**src/rtl/eq_spi_pkg.sv**
```systemverilog
// Shared definitions for the equalizer coefficient SPI receiver: frame geometry,
// sync word, coefficient field offsets and the receive FSM state encoding.
package eq_spi_pkg;

  localparam int          FRAME_BITS = 336;
  localparam logic [15:0] SYNC_WORD  = 16'hA55A;
  localparam int          SYNC_W     = 16;

  // Coefficients occupy [239:0]: bands low/mid/high, taps b0,b1,b2,a1,a2, MSB first.
  localparam int COEF_W   = 16;
  localparam int N_TAPS   = 5;
  localparam int COEF_MSB = 239;

  function automatic int coef_lsb(input int band, input int tap);
    return COEF_MSB + 1 - COEF_W * (band * N_TAPS + tap + 1);
  endfunction

  typedef enum logic [1:0] {
    ST_IDLE  = 2'd0,
    ST_SHIFT = 2'd1,
    ST_CHECK = 2'd2
  } state_e;

endpackage

```
**src/rtl/sync2.sv**
```systemverilog
// Two-flop synchronizer for a single asynchronous input, with a selectable
// reset level so idle-high lines do not glitch out of reset.
module sync2 #(
  parameter logic RST_VAL = 1'b0
) (
  input  logic clk,
  input  logic reset,
  input  logic d_i,
  output logic q_o
);

  logic meta_q;
  logic sync_q;

  always_ff @(posedge clk or posedge reset) begin
    if (reset) begin
      meta_q <= RST_VAL;
      sync_q <= RST_VAL;
    end else begin
      meta_q <= d_i;
      sync_q <= meta_q;
    end
  end

  assign q_o = sync_q;

endmodule

```
**src/rtl/spi_coeff_rx.sv**
```systemverilog
// SPI (mode 0, MSB first) receiver for equalizer coefficient frames; publishes a
// frame on data with a one-cycle update_en pulse once length and sync word check out.
module spi_coeff_rx #(
  parameter int          FRAME_BITS = eq_spi_pkg::FRAME_BITS,
  parameter logic [15:0] SYNC_WORD  = eq_spi_pkg::SYNC_WORD
) (
  input  logic                  clk,
  input  logic                  reset,
  input  logic                  sck,
  input  logic                  sdi,
  input  logic                  cs_n,
  output logic [FRAME_BITS-1:0] data,
  output logic                  update_en,
  output logic                  frame_err
);
  import eq_spi_pkg::*;

  localparam int             CW       = $clog2(FRAME_BITS + 2);
  localparam logic [CW-1:0]  CNT_FULL = CW'(FRAME_BITS);
  localparam logic [CW-1:0]  CNT_SAT  = CW'(FRAME_BITS + 1);

  logic sck_s, sdi_s, csn_s;
  logic sck_d_q, csn_d_q;
  logic [1:0] warm_q;
  logic live, sck_rise, cs_fall, cs_rise;

  state_e state_q, state_d;
  logic start, shift_en, accept, reject;

  logic [CW-1:0]         cnt_q;
  logic [FRAME_BITS-1:0] shift_q;
  logic [FRAME_BITS-1:0] data_q;
  logic                  upd_q;
  logic                  err_q;

  sync2 #(.RST_VAL(1'b0)) u_sync_sck (.clk(clk), .reset(reset), .d_i(sck),  .q_o(sck_s));
  sync2 #(.RST_VAL(1'b0)) u_sync_sdi (.clk(clk), .reset(reset), .d_i(sdi),  .q_o(sdi_s));
  sync2 #(.RST_VAL(1'b1)) u_sync_csn (.clk(clk), .reset(reset), .d_i(cs_n), .q_o(csn_s));

  // Edges are masked until the synchronizers have flushed their reset values, so a
  // cs_n held low across reset release is not mistaken for a fresh falling edge.
  always_ff @(posedge clk or posedge reset) begin
    if (reset) begin
      sck_d_q <= 1'b0;
      csn_d_q <= 1'b1;
      warm_q  <= 2'd0;
    end else begin
      sck_d_q <= sck_s;
      csn_d_q <= csn_s;
      if (warm_q != 2'd3) warm_q <= warm_q + 2'd1;
    end
  end

  assign live     = (warm_q == 2'd3);
  assign sck_rise = live &  sck_s & ~sck_d_q;
  assign cs_fall  = live & ~csn_s &  csn_d_q;
  assign cs_rise  = live &  csn_s & ~csn_d_q;

  always_ff @(posedge clk or posedge reset) begin
    if (reset) state_q <= ST_IDLE;
    else       state_q <= state_d;
  end

  always_comb begin
    state_d = state_q;
    unique case (state_q)
      ST_IDLE:  if (cs_fall) state_d = ST_SHIFT;
      ST_SHIFT: if (cs_rise) state_d = ST_CHECK;
      ST_CHECK: state_d = ST_IDLE;
      default:  state_d = ST_IDLE;
    endcase
  end

  always_comb begin
    start    = (state_q == ST_IDLE) && cs_fall;
    shift_en = (state_q == ST_SHIFT) && !cs_rise && sck_rise;
    accept   = (state_q == ST_CHECK) && (cnt_q == CNT_FULL) &&
               (shift_q[FRAME_BITS-1 -: SYNC_W] == SYNC_WORD);
    reject   = (state_q == ST_CHECK) && !accept && (cnt_q != '0);
  end

  always_ff @(posedge clk or posedge reset) begin
    if (reset) begin
      cnt_q   <= '0;
      shift_q <= '0;
      data_q  <= '0;
      upd_q   <= 1'b0;
      err_q   <= 1'b0;
    end else begin
      if (start) begin
        cnt_q <= '0;
      end else if (shift_en) begin
        shift_q <= {shift_q[FRAME_BITS-2:0], sdi_s};
        if (cnt_q != CNT_SAT) cnt_q <= cnt_q + 1'b1;
      end
      upd_q <= accept;
      if (accept) begin
        data_q <= shift_q;
        err_q  <= 1'b0;
      end else if (reject) begin
        err_q  <= 1'b1;
      end
    end
  end

  assign data      = data_q;
  assign update_en = upd_q;
  assign frame_err = err_q;

endmodule

```
**config.mk**
```make
export PLATFORM = sky130hd
export DESIGN_NAME = spi_coeff_rx
export DESIGN_NICKNAME = d
export VERILOG_FILES = /design/src/rtl/eq_spi_pkg.sv /design/src/rtl/sync2.sv /design/src/rtl/spi_coeff_rx.sv
export SDC_FILE = /design/constraint.sdc
export NUM_CORES = 1
export LEC_CHECK = 0
export CORE_UTILIZATION = 30
export DETAILED_ROUTE_END_ITERATION = 10
export PLACE_DENSITY = 0.51
export SYNTH_ARGS = -nofsm -noshare
export SYNTH_HDL_FRONTEND = slang
export SYNTH_SLANG_ARGS = --single-unit
```
**constraint.sdc**
```tcl
create_clock -name clk -period 33.6 [get_ports clk]
set_input_delay 6.72 -clock clk [delete_from_list [all_inputs] [get_ports clk]]
set_output_delay 6.72 -clock clk [all_outputs]
set_load 0.005 [all_outputs]
```
==> Yosys cells after proc, flatten, opt, wreduce, memory -nomap -nowiden <==
Index checks and enable logic that the tools add are counted.
{ "classes": {"addsub": 2, "n_reduce_logical": 17, "n_eq_ne": 9, "bitwise": 10, "n_mux": 8} }
{ "op_table": {"columns": ["operator", "count"], "rows": [
  ["$mux 9", 3],
  ["$eq 16x16->1 const B", 1],
  ["$add 9x1->9 const B", 1],
  ["$eq 9x9->1 const B", 1],
  ["$ne 9x9->1 const B", 1],
  ["$reduce_bool 9->1", 1],
  ["$logic_and 1x1->1", 7],
  ["$and 1x1->1", 6],
  ["$ne 2x2->1 const B", 3],
  ["$reduce_and 2->1", 3],
  ["$reduce_bool 2->1", 3],
  ["$eq 2x2->1 const B", 2],
  ["$mux 2", 2],
  ["$not 1->1", 4],
  ["$pmux 2 s2", 1],
  ["$add 2x1->2 const B", 1],
  ["$eq 2x1->1 const B", 1],
  ["$logic_not 1->1", 2],
  ["$logic_not 2->1", 1],
  ["$mux 1", 2]
]} }
{ "word_totals": {"regBits": 695, "out_inout_bits": 338, "inputBits": 5} }

==> Depth between registers and ports, before layout <==
{ "logic_depth": {"depth_word": 8, "ltp_mapped": 9, "ltp_nobuf": 5} }

==> By module <==
A second synthesis with hierarchy kept.
{ "hier_totals": {"cells_unflattened": 2233, "area_unflattened_um2": 27136.0} }
{ "by_module_without_submodules": {"columns": ["mod", "n_inst", "cells_per_inst", "area_per_inst_um2"], "rows": [
  ["spi_coeff_rx", 1, 2224, 26972.1],
  ["sync2 (u_sync_sck ...)", 2, 3, 53.8],
  ["sync2 (u_sync_csn)", 1, 3, 56.3]
]} }

==> Worst setup path before layout <==
Ideal clock, no wire load.
{ "synth_timing": {"path_type": "register to output", "from": "reg err_q, in the netlist frame_err", "to": "out frame_err", "t_required_ps": 26880, "arrival_ps": 361, "stages_incl_launch_ff": 1, "slack_ps": 26519, "cell_sequence": "dfrtp_1"} }
{ "synth_lines": {"columns": ["item", "line_no", "rtl"], "rows": [
  ["start: declaration", "spi_coeff_rx.sv:34", "logic err_q;"],
  ["start signal: assignment", "spi_coeff_rx.sv:88", "err_q <= 1'b0;"],
  ["start signal: assignment", "spi_coeff_rx.sv:99", "err_q <= 1'b0;"],
  ["start signal: assignment", "spi_coeff_rx.sv:101", "err_q <= 1'b1;"],
  ["end: declaration", "spi_coeff_rx.sv:14", "output logic frame_err"]
]} }
No word-level cell between the ends.

==> out/results.ini <==
[finish]
fin_area_sq_um = 33100
layout-drive-gt1-share_pct = 18.4
diodes = 0
final_nets = 2567
area_growth_pct = 26.7
fill_cells = 8319

[pwr]
vdd_drop_max_uv = 34.2
p_leak_nw = 17.0
power_density_nw_per_um2 = 53.7

[drt]
drt-total-wl_um = 58200
vias = 16300
viasPerCell = 4.34
post-route-drc-count = 0
highest_layer = met4
drt-initial-drc-count = 926
wl_met3_um = 3050
first_pass_iters = 4
ant_nets = 0
drt-met1-wl_um = 26500
wl_per_cell_um = 15.5
dr_wl_met2_um = 26800

[floorplanning]
dieArea_sq_um = 88400
die_w_um = 297
core_area_sq_um = 85800
io_pins = 343
num_rows = 107
initial_utilization_pct = 30.5
fp.dieH_um = 297

[clock_tree]
clock_sinks = 695
clock-root-buffer = clkbuf_16
clkLatencyLatePin_ns = 0.61
post-cts-setup-buffers = 0
cts_buffer_depth = 3
cts_max_level = 3
hold_buffers = 0
cts_tree = yes
numCtsBuffers = 79
cts_resized = 0
cts.clk_slew.worst_paths_ns = 0.06

[global_route]
grt-ovfl-total = 0
grt_pass1_vias = 16900
grt_max_degree = 206
antenna_found_initial = 0
grt.total_usage_pct = 13.3
grt_pass1_wl_um = 96600

[synthesis]
avgSynthCellArea_sq_um = 11.7
synth_edf_count = 0
synth_common_cells = 1,016 x nand2_1, 692 x dfrtp_1, 321 x mux2_2
synthArstFlopShare_pct = 100
synth_top_cell_area_share_pct = 66.2
synth.most_common_cell = nand2_1
ys_ff_latch = 695
synthDistinctLibCells = 36
ys.flop_type = dfrtp_1
yosysTopAreaCell = dfrtp_1
yosysSeqAreaShare_pct = 66.5
yosys-top-cells-area = dfrtp_1 66%, nand2_1 15%, mux2_2 14%, buf_6 0.86%, clkbuf_8 0.79%
synth_cells = 2233
yosysWarnings = 0
netlist_area_sq_um = 26200
syn_nets = 2242

[place]
hpwl_um = 35200
place_area_sq_um = 30400
gp_congestion = 0.722
portBuffers = 342

[critical_path]
cp.required_ns = 34.24
r2r_end = data[167]
path_max_fanout = 122
reg2regPathDepth = 7
critPathArrivalTime_ns = 10.32
worstSetupStartpointType = input port
crit_end = data[167]
crit_start = reset
worst_setup_path_end_kind = async pin
ff2ff_setup_slack_ns = 29.33
critPathKind = in -> async
timing.rr.start = cnt_q[3]

[sta]
drv_slew = 0
finalHoldViolations = 0
rsz0062_at_grt = no
finalCritPeriodShare_pct = 28.8
fmax_mhz = 103
fin_setup_tns_ns = 0
min_period_ns = 9.69
fin_skew_ns = 0.0316
tightest_slew_ns = 1.28
slew_headroom_pct = 14.7
setup_viol = 0

[flow_run]
cap_violations = 0

[worst_hold_path]
hold_class = reg -> reg
hp-start = u_sync_sdi.meta_q

[outcome]
status = finished, final reports clean

logic make-up after synthesis:
| logic type | share of synthesized area [%] |
|---|---|
| flops | 66.5 |
| mux | 13.8 |
| fa+ha+maj | 0.191 |
| compound gates | 0.459 |
| simple gates | 16.1 |
| buf+inv | 2.95 |
| xor+xnor | 0.0335 |
cell type report:
class	count	area (sq um)	area share [%]
Inverter	4	22.5	0.0679
Tap cell	1144	1430	4.32
Clock buffer	110	2280	6.89
Sequential cell	695	17400	52.5
Timing Repair Buffer	359	3580	10.8
Multi-Input combinational cell	1419	8010	24.2
Clock inverter	28	423	1.28
flip-flops by register name (all words and copies together) (netlist names), 2 cells and up:
signal and count:
state_q 2, warm_q 2, cnt_q 9, data 336, shift_q 336
layout by cell type (no fill, tap or decap), types with 8 or more instances in the layout:
| cell type | n |
|---|---|
| nand2_1 | 1016 |
| clkbuf_16 | 80 |
| bufinv_16 | 10 |
| clkbuf_8 | 17 |
| clkinv_2 | 11 |
| a21oi_1 | 10 |
| dfrtp_1 | 692 |
| nor2b_1 | 10 |
| mux2_2 | 321 |
| clkbuf_1 | 13 |
| buf_4 | 15 |
| or2_2 | 8 |
| clkdlybuf4s50_1 | 342 |
worst max-delay path, stage by stage:
cell,delay [ns]
clkdlybuf4s50_1,0.49
inv_8,0.61
buf_4,0.80
buf_4,0.78
buf_4,0.74
worst min path at each step:
stage	cells after the start	slack (ns)	to
after floorplan	0	0.33	u_sync_sck.q_o
final	0	0.35	u_sync_sdi.q_o
after global routing	0	0.36	u_sync_sdi.q_o
after CTS	0	0.35	u_sync_sdi.q_o
after global placement	0	0.33	u_sync_sdi.q_o
after detailed placement	0	0.34	u_sync_sdi.q_o
power breakdown:
part / internal, mW / switching [mW]
clock: 0.551 / 0.342
sequential: 0.842 / 0.00406
combinational: 0.00620 / 0.0347
total: 1.40 / 0.381
metrics by stage:
step	hold slack [ns]	setup slack (ns)	utilization, %	instances	power [mW]
floorplan	0.331	7.40	-	2233	0.890
global placement	0.331	23.14	35.5	3621	0.903
detailed placement	0.339	23.05	35.5	3621	0.904
CTS	0.351	23.71	38.6	3759	1.82
global route	0.365	23.34	38.6	3759	1.85
finish	0.349	23.91	38.6	3759	1.78
layer usage:
layer	vias to the layer above	global-route usage (%)
li1	7817	-
met4	0	4.97
met2	289	20.8
met1	8118	17.9
met3	108	3.27
met5	-	0
Note: power is estimated with default switching activity, not from simulation.
